**src/rtl/uart_cmd_pkg.sv**
```systemverilog
// Shared definitions for the UART command decoder: FSM state encoding,
// command opcodes and abort cause codes.
package uart_cmd_pkg;

  localparam int unsigned BYTE_W = 8;
  localparam int unsigned ERR_W  = 3;

  // Command opcodes (first byte of every frame)
  localparam logic [BYTE_W-1:0] CMD_WR = 8'hAA;
  localparam logic [BYTE_W-1:0] CMD_RD = 8'hBB;

  // Abort causes reported on err_code
  localparam logic [ERR_W-1:0] ERR_NONE = 3'd0;
  localparam logic [ERR_W-1:0] ERR_LINE = 3'd1;
  localparam logic [ERR_W-1:0] ERR_OPC  = 3'd2;
  localparam logic [ERR_W-1:0] ERR_ADDR = 3'd3;
  localparam logic [ERR_W-1:0] ERR_TMO  = 3'd4;
  localparam logic [ERR_W-1:0] ERR_OVR  = 3'd5;

  typedef enum logic [2:0] {
    ST_IDLE    = 3'd0,
    ST_WR_ADDR = 3'd1,
    ST_WR_DATA = 3'd2,
    ST_RD_ADDR = 3'd3,
    ST_RD_WAIT = 3'd4,
    ST_TX_SEND = 3'd5
  } state_t;

endpackage

```
**src/rtl/uart_frame_timer.sv**
```systemverilog
// Inter-byte idle counter. Counts enabled cycles since the last clear and
// flags the cycle in which LIMIT idle cycles have been observed.
// Ports:
//   clk, rst_n : clock, async active-low reset
//   clr        : reload the counter to zero (takes effect next cycle)
//   en         : count this cycle
//   tc_c       : terminal count reached (combinational, qualified by en)
// LIMIT = 0 disables the terminal count entirely.
module uart_frame_timer #(
  parameter int unsigned LIMIT = 65535
) (
  input  logic clk,
  input  logic rst_n,
  input  logic clr,
  input  logic en,
  output logic tc_c
);

  localparam int unsigned CNT_W = (LIMIT > 1) ? $clog2(LIMIT) : 1;
  localparam int unsigned LAST  = (LIMIT > 0) ? LIMIT - 1 : 0;
  localparam logic        ARMED = (LIMIT != 0);

  logic [CNT_W-1:0] count;

  // Counter value k-1 in the k-th idle cycle after a clear
  always_ff @(posedge clk or negedge rst_n) begin
    if (!rst_n) begin
      count <= '0;
    end else if (clr) begin
      count <= '0;
    end else if (en && ARMED && !tc_c) begin
      count <= count + CNT_W'(1);
    end
  end

  assign tc_c = ARMED && en && (count == CNT_W'(LAST));

endmodule

```
**src/rtl/uart_cmd_decoder.sv**
```systemverilog
// Parses 2/3-byte command frames from the UART receiver into register-file
// write/read strobes and forwards read data to the UART TX path.
// Ports:
//   clk, rst                 : clock, async active-low reset
//   rx_p_data/rx_data_valid  : received byte and its one-cycle valid
//   rx_parity/stop_error     : line error flags for the current byte
//   rf_wr_en/rf_rd_en        : one-cycle register strobes
//   rf_addr/rf_wr_data       : register address and write data (held)
//   rf_rd_data/rf_rd_valid   : register read return
//   tx_data/tx_valid/tx_ready: read-back byte handshake to TX
//   frame_err/err_code       : abort pulse and last abort cause (held)
module uart_cmd_decoder
  import uart_cmd_pkg::*;
#(
  parameter int unsigned ADDR_W         = 4,
  parameter int unsigned DATA_W         = 8,
  parameter int unsigned TIMEOUT_CYCLES = 65535
) (
  input  logic              clk,
  input  logic              rst,
  input  logic [7:0]        rx_p_data,
  input  logic              rx_data_valid,
  input  logic              rx_parity_error,
  input  logic              rx_stop_error,
  output logic              rf_wr_en,
  output logic              rf_rd_en,
  output logic [ADDR_W-1:0] rf_addr,
  output logic [DATA_W-1:0] rf_wr_data,
  input  logic [DATA_W-1:0] rf_rd_data,
  input  logic              rf_rd_valid,
  output logic [7:0]        tx_data,
  output logic              tx_valid,
  input  logic              tx_ready,
  output logic              frame_err,
  output logic [2:0]        err_code
);

  state_t              state, state_d;
  logic [ADDR_W-1:0]   rf_addr_d;
  logic [DATA_W-1:0]   rf_wr_data_d;
  logic                rf_wr_en_d, rf_rd_en_d;
  logic [7:0]          tx_data_d;
  logic                tx_valid_d;
  logic                frame_err_d;
  logic [ERR_W-1:0]    err_code_d;

  logic                abort_c;
  logic [ERR_W-1:0]    abort_code_c;
  logic                line_err_c;
  logic                addr_ok_c;
  logic                timed_c;
  logic                tmo_c;

  assign line_err_c = rx_parity_error | rx_stop_error;
  // Address byte is legal only if no bits above ADDR_W are set
  assign addr_ok_c  = (32'(rx_p_data) >> ADDR_W) == 32'd0;
  assign timed_c    = (state == ST_WR_ADDR) || (state == ST_WR_DATA) ||
                      (state == ST_RD_ADDR);

  // Idle timer: cleared by every byte and whenever outside a timed state,
  // so each timed state is entered with a fresh count
  uart_frame_timer #(
    .LIMIT (TIMEOUT_CYCLES)
  ) u_timer (
    .clk   (clk),
    .rst_n (rst),
    .clr   (rx_data_valid | ~timed_c),
    .en    (timed_c),
    .tc_c  (tmo_c)
  );

  // Next-state and registered-output logic
  always_comb begin
    state_d      = state;
    rf_addr_d    = rf_addr;
    rf_wr_data_d = rf_wr_data;
    rf_wr_en_d   = 1'b0;
    rf_rd_en_d   = 1'b0;
    tx_data_d    = tx_data;
    tx_valid_d   = tx_valid;
    frame_err_d  = 1'b0;
    err_code_d   = err_code;
    abort_c      = 1'b0;
    abort_code_c = ERR_NONE;

    unique case (state)
      ST_IDLE: begin
        if (rx_data_valid) begin
          if (line_err_c) begin
            abort_c      = 1'b1;
            abort_code_c = ERR_LINE;
          end else if (rx_p_data == CMD_WR) begin
            state_d = ST_WR_ADDR;
          end else if (rx_p_data == CMD_RD) begin
            state_d = ST_RD_ADDR;
          end else begin
            abort_c      = 1'b1;
            abort_code_c = ERR_OPC;
          end
        end
      end

      ST_WR_ADDR, ST_RD_ADDR: begin
        // A byte in the same cycle as the timeout takes precedence
        if (rx_data_valid) begin
          if (line_err_c) begin
            abort_c      = 1'b1;
            abort_code_c = ERR_LINE;
          end else if (!addr_ok_c) begin
            abort_c      = 1'b1;
            abort_code_c = ERR_ADDR;
          end else begin
            rf_addr_d = rx_p_data[ADDR_W-1:0];
            if (state == ST_WR_ADDR) begin
              state_d = ST_WR_DATA;
            end else begin
              rf_rd_en_d = 1'b1;
              state_d    = ST_RD_WAIT;
            end
          end
        end else if (tmo_c) begin
          abort_c      = 1'b1;
          abort_code_c = ERR_TMO;
        end
      end

      ST_WR_DATA: begin
        if (rx_data_valid) begin
          if (line_err_c) begin
            abort_c      = 1'b1;
            abort_code_c = ERR_LINE;
          end else begin
            rf_wr_data_d = DATA_W'(rx_p_data);
            rf_wr_en_d   = 1'b1;
            state_d      = ST_IDLE;
          end
        end else if (tmo_c) begin
          abort_c      = 1'b1;
          abort_code_c = ERR_TMO;
        end
      end

      ST_RD_WAIT: begin
        // Overrun is reported but the pending read keeps going
        if (rx_data_valid) begin
          frame_err_d = 1'b1;
          err_code_d  = ERR_OVR;
        end
        if (rf_rd_valid) begin
          tx_data_d  = 8'(rf_rd_data);
          tx_valid_d = 1'b1;
          state_d    = ST_TX_SEND;
        end
      end

      ST_TX_SEND: begin
        if (rx_data_valid) begin
          frame_err_d = 1'b1;
          err_code_d  = ERR_OVR;
        end
        if (tx_valid && tx_ready) begin
          tx_valid_d = 1'b0;
          state_d    = ST_IDLE;
        end
      end

      default: begin
        state_d = ST_IDLE;
      end
    endcase

    if (abort_c) begin
      frame_err_d = 1'b1;
      err_code_d  = abort_code_c;
      state_d     = ST_IDLE;
    end
  end

  // State and output registers
  always_ff @(posedge clk or negedge rst) begin
    if (!rst) begin
      state      <= ST_IDLE;
      rf_addr    <= '0;
      rf_wr_data <= '0;
      rf_wr_en   <= 1'b0;
      rf_rd_en   <= 1'b0;
      tx_data    <= '0;
      tx_valid   <= 1'b0;
      frame_err  <= 1'b0;
      err_code   <= ERR_NONE;
    end else begin
      state      <= state_d;
      rf_addr    <= rf_addr_d;
      rf_wr_data <= rf_wr_data_d;
      rf_wr_en   <= rf_wr_en_d;
      rf_rd_en   <= rf_rd_en_d;
      tx_data    <= tx_data_d;
      tx_valid   <= tx_valid_d;
      frame_err  <= frame_err_d;
      err_code   <= err_code_d;
    end
  end

endmodule

```
**config.mk**
```make
export PLATFORM = sky130hd
export DESIGN_NAME = uart_cmd_decoder
export DESIGN_NICKNAME = d
export VERILOG_FILES = /design/src/rtl/uart_cmd_pkg.sv /design/src/rtl/uart_frame_timer.sv /design/src/rtl/uart_cmd_decoder.sv
export SDC_FILE = /design/constraint.sdc
export NUM_CORES = 1
export LEC_CHECK = 0
export BUFFER_PORTS_ARGS = -buffer_cell sky130_fd_sc_hd__clkbuf_2
export CAP_MARGIN = 20
export CORE_MARGIN = 3
export CORE_UTILIZATION = 53
export CTS_BUF_LIST = sky130_fd_sc_hd__clkbuf_16
export CTS_CLUSTER_DIAMETER = 100
export DETAILED_ROUTE_END_ITERATION = 6
export PLACE_DENSITY = 0.78
export SYNTH_ARGS = -nofsm -noshare
export SYNTH_HDL_FRONTEND = slang
export SYNTH_SLANG_ARGS = --single-unit
```
**constraint.sdc**
```tcl
create_clock -name clk -period 2.6 [get_ports clk]
set_clock_uncertainty 0.15 [all_clocks]
set_input_delay 0.26 -clock clk [delete_from_list [all_inputs] [get_ports clk]]
set_output_delay 0.26 -clock clk [all_outputs]
set_load 0.05 [all_outputs]
```
== Word level (Yosys, flattened, before mapping) ==
Cells that the tools add are included.

* Add/subtract/negate cells: 1
* Equality and inequality tests: 20
* Mux-type cells: 55
* Bitwise gates (word level): 4
* Reduce and logical (&&, ||, !) cells: 20

{| class="wikitable"
|+ Operator list
! operator !! number
|-
| $mux 3 || 19
|-
| $logic_not 32->1 || 1
|-
| $mux 16 || 2
|-
| $ne 3x3->1 const B || 9
|-
| $mux 1 || 24
|-
| $add 16x1->16 const B || 1
|-
| $eq 16x16->1 const B || 1
|-
| $eq 8x8->1 const B || 2
|-
| $pmux 3 s5 || 1
|-
| $mux 2 || 6
|-
| $reduce_and 10->1 || 1
|-
| $pmux 3 s3 || 1
|-
| $reduce_bool 2->1 || 4
|-
| $eq 3x2->1 const B || 2
|-
| $eq 3x3->1 const B || 2
|-
| $reduce_and 3->1 || 2
|-
| $ne 2x2->1 const B || 2
|-
| $ne 4x4->1 const B || 1
|-
| $reduce_and 2->1 || 2
|-
| $reduce_and 4->1 || 1
|-
| $reduce_or 2->1 || 2
|-
| $eq 3x1->1 const B || 1
|-
| $logic_and 1x1->1 || 3
|-
| $logic_not 3->1 || 1
|-
| other kinds (6) || 9
|}

* Register bits after elaboration: 46
* Output and inout port bits: 27

== Depth between registers and ports, before layout ==
* Depth after elaboration: 9
* Depth in mapped cells: 7
* Depth with buffers taken out: 6

== Modules after synthesis ==
A second synthesis with hierarchy kept.

* Cells, all modules: 205
* Area total of the unflattened synthesis: 2272.2 µm²

{| class="wikitable"
|+ By module, submodules not included
! module !! times used !! cells an instance !! area each (µm²)
|-
| uart_cmd_decoder || 1 || 107 || 1346.3
|-
| uart_frame_timer || 1 || 98 || 925.9
|}

== Least setup slack after synthesis ==
OpenSTA, ideal clock, no wires.

* Path type: reg-to-reg
* From: register tx_valid
* To: register state[1]
* Setup time: 0.081 ns
* Arrival: 1.691 ns
* Data required time: 2.369 ns
* Slack: 0.678 ns
* Cell stages (with the launch flop): 6
* Period minus slack after synthesis: 1.922 ns
* Path through: dfrtp_1 nand3_1 and3_1 nor4_4 mux2_1 nor3_2

* Longest elaborated chain between the ends: 3

{| class="wikitable"
|+ Ends and longest elaborated chain
! what !! line !! text
|-
| start, declared || uart_cmd_decoder.sv:32 || <nowiki>output logic tx_valid,</nowiki>
|-
| start signal, assigned || uart_cmd_decoder.sv:198 || <nowiki>tx_valid <= tx_valid_d;</nowiki>
|-
| $logic_and 1x1->1 || uart_cmd_decoder.sv:161 || <nowiki>if (tx_valid && tx_ready) begin</nowiki>
|-
| $ne 3x3->1 (no source line) || n/a ||
|-
| $reduce_and 10->1 (no source line) || n/a ||
|-
| end signal, assigned || uart_cmd_decoder.sv:192 || <nowiki>state <= state_d;</nowiki>
|-
| end, declared || uart_cmd_decoder.sv:38 || <nowiki>state_t state, state_d;</nowiki>
|}

No other way between the ends.
A chain may end at the register's enable or synchronous reset.

== Worst setup path in the final report ==
* From: register u_timer.count[0]
* To: register state[0]

* Longest elaborated chain between the ends: 7
* Elaborated cells on any way between the ends: 18

{| class="wikitable"
|+ Ends and longest elaborated chain
! what !! line !! text
|-
| start, declared || uart_frame_timer.sv:23 || <nowiki>logic [CNT_W-1:0] count;</nowiki>
|-
| start signal, assigned || uart_frame_timer.sv:32 || <nowiki>count <= count + CNT_W'(1);</nowiki>
|-
| $eq 16x16->1 (*) || uart_frame_timer.sv:36 || <nowiki>assign tc_c = ARMED && en && (count == CNT_W'(LAST));</nowiki>
|-
| $logic_and 1x1->1 (*) || uart_frame_timer.sv:36 ||
|-
| $mux 1 (*) || uart_cmd_decoder.sv:121, uart_cmd_decoder.sv:137 ||
|-
| $mux 1, on equally long branches || uart_cmd_decoder.sv:128, uart_cmd_decoder.sv:105 ||
|-
| $pmux 1 s3 (*) || uart_cmd_decoder.sv:86 || <nowiki>unique case (state)</nowiki>
|-
| $ne 4x4->1 (no source line) / $ne 3x3->1 (equally long branches) || n/a ||
|-
| $reduce_and 10->1 (no source line) || n/a ||
|}

Mark *: on every way between the ends. The rest lies on a longest branch, timed or not.

==> impl_metrics.toml <==
[floorplan]
die_x_um = 70.66
core_area_um2 = 3854
initial_core_util_pct = 57.50
design.die.area_um2 = 4993
io_pins = 50
row_count = 22
die_h_um = 70.66

[timing]
setup_viol = 0
post-route-period-util_pct = 79.95
fin_tns_setup_ns = 0
tightest_slew_ns = 0.5526
relSlewSlack_pct = 63.16
fin_crit_ns = 2.079
clock.fmax_mhz = 481.1
rsz0062_at_grt = "false"
slew_viol_final = 0
hold_viol_final = 0

[synth]
synthFlopType = "dfrtp_1"
synth-seq-cells = 46
seq_area_frac_synth_pct = 51.95
synthTopCellsByArea = "dfrtp_1 (52%), mux2_2 (10%), xor2_1 (4.0%), nor2_1 (3.7%), nand3_1 (2.3%)"
synth_most_common_cell = "dfrtp_1"
synth_common_cells = "dfrtp_1 (46), nor2_1 (22), mux2_2 (20)"
syn_avg_cell_area_um2 = 11.36
synth-edff-count = 0
synth_top_area_cell = "dfrtp_1"
ys_async_sr_fraction_pct = 100.0
syn_area_um2 = 2216
ys_warn_count = 0
synth_top_area_share_pct = 51.95
yosysUniqueCellTypes = 40
synth_cells = 195
synthesis.nets = 220

[cts]
clockRootBuffer = "clkbuf_16"
cts.path.max_buffers = 2
clk_transition_reported_paths_ns = 0.06
cts_buffers = 5
worstSkewPairLatency_ns = 0.28
htree_num_levels = 2
cts_sinks = 46
post-cts-setup-buffer-count = 0
cts_tree = "yes"

[critical_path]
cp_top_family = "simple AND/OR/NAND/NOR gates"
startpoint_type = "flip-flop"
critical_path_required_ns = 2.59
critPathSlowestCell = "nor3_2"
crit_path_end_kind = "flip-flop"
path_cells = "inv_1, ha_1, nand4_1, nor3_2, or3_1, a21oi_1"
cp_num_buf_inv = 1
crit_fanout = 11
cpPeakStageDelay_ns = 0.46
arrival_ns = 2.07
critPathKind = "flip-flop to flip-flop"

[routing]
ant_nets = 0
dr.pass1.iters = 4
met1_length_um = 1976
wl_met3_um = 217
drt-initial-drc-count = 127
wl_per_cell_um = 14.91
wl_um = 4429
drc = 0
num_vias = 1656
vias_per_cell = 5.576
route.top_layer_used = "met4"
wl_met2_um = 2189

[grt]
grt_max_degree = 47
grt_pass1_wl_um = 7431
grt-ovfl-total = 0
grt.total_usage_pct = 18.73
antenna_found_initial = 0
grt_pass1_vias = 1592

[power_and_ir_drop]
p_per_area_nw_per_um2 = 579.0
irDropWorstVdd_uv = 436.1
total_power_w = 0.001554
p_leak_nw = 1.270

[run]
drv_cap = 0

[placement]
place_congestion = 0.8451
dpl.hpwl_um = 3176
portBuffers = 49

[outcome]
status = "finished, final reports clean"

[cells_and_area]
diodes = 0
fin_nets = 273
drive_above_1_share_pct = 34.94
final_core_util_pct = 69.64
syn_to_final_growth_pct = 21.12

[worst_hold_path]
hold_class = "input port to flip-flop"
## cell families (layout without fill, tap and decap cells)
group | count (synthesis) | count (layout) | synth area share [%]
AOI/OAI and AO/OA | 24 | 24 | 8.470
xor gates and xnor gates | 15 | 15 | 5.929
adders and majority gates | 2 | 2 | 1.129
buffers and inverters | 11 | 65 | 2.258
DFF | 46 | 46 | 51.95
muxes | 21 | 21 | 10.67
and+or+nand+nor | 76 | 76 | 19.59
## layer usage
layer  up-vias  GRT usage [%]
li1        809              -
met1       796          24.68
met2        44          30.35
met3         7          4.688
met4         0          6.472
met5         -              0
## repair_timing
action | 4_1_cts | 5_1_grt
resized for setup | 0 | 0
endpoints found under the hold margin | 46 | 0
hold buffers | 1 | 0
## worst reg2reg max path: stages, from the launching register on
cell and delay [ns]:
dfrtp_1 0.44, inv_1 0.09, ha_1 0.19, nand4_1 0.38
nor3_2 0.46, or3_1 0.18, a21oi_1 0.06
## power by group
part	total (W)	switching, W	leakage (nW)	internal [W]
registers	0.000729	0.00000454	0.631	0.000724
clock network	0.000722	0.000267	0.0842	0.000455
logic	0.000104	0.0000725	0.555	0.0000313
## cells in the final DEF (no fill, tap or decap), drive strengths merged, types with 4 or more instances in the layout
cell / instances
nand4: 7
nor2: 22
xor2: 10
a21oi: 4
mux2: 21
nand2: 10
nand3: 10
nor3: 6
inv: 6
dfrtp: 46
clkbuf: 54
or3: 4
xnor2: 5
a211oi: 4
## through the flow
step	cells	instance area, um2	setup WS, ns	hold WS, ns
final	297	2684	0.5214	0.05322
after global routing	297	2684	0.3808	0.05775
after CTS	297	2684	0.5258	0.04941
after detailed placement	288	2505	0.5554	0.2254
after global placement	288	2505	0.5299	0.2250
after floorplan	195	2216	0.6781	-0.1856
## area by class of cell
cell class / count / area, um2
fill: 286 / 1170
timing repair buffer: 52 / 270.3
inverter: 5 / 18.77
clock buffer: 5 / 125.1
tap: 48 / 60.06
clock inverter: 3 / 43.79
sequential: 46 / 1151
multi-input combinational: 138 / 1015
## registers in the layout, summed over array words and instances (netlist names), 3 cells and up
name,count
rf_addr,4
rf_wr_data,8
err_code,3
u_timer.count,16
tx_data,8
state,3
## worst paths after layout
| path | to | from | cells after the start | slack [ns] |
|---|---|---|---|---|
| worst max-delay path | state[0]$_DFFE_PN0P_ | u_timer.count[0]$_DFFE_PN0P_ | 6 | 0.52 |
| worst min-delay path | tx_data[3]$_DFFE_PN0P_ | rf_rd_data[3] | 2 | 0.05 |
| worst max register to register | state[0]$_DFFE_PN0P_ | u_timer.count[0]$_DFFE_PN0P_ | 6 | 0.52 |
| worst min register to register | tx_data[5]$_DFFE_PN0P_ | tx_data[5]$_DFFE_PN0P_ | 1 | 0.36 |
| max in group asynchronous | u_timer.count[8]$_DFFE_PN0P_ | rst | 3 | 1.49 |
| min in group asynchronous | u_timer.count[9]$_DFFE_PN0P_ | rst | 3 | 0.43 |
Power figures use the tool's default switching activity.
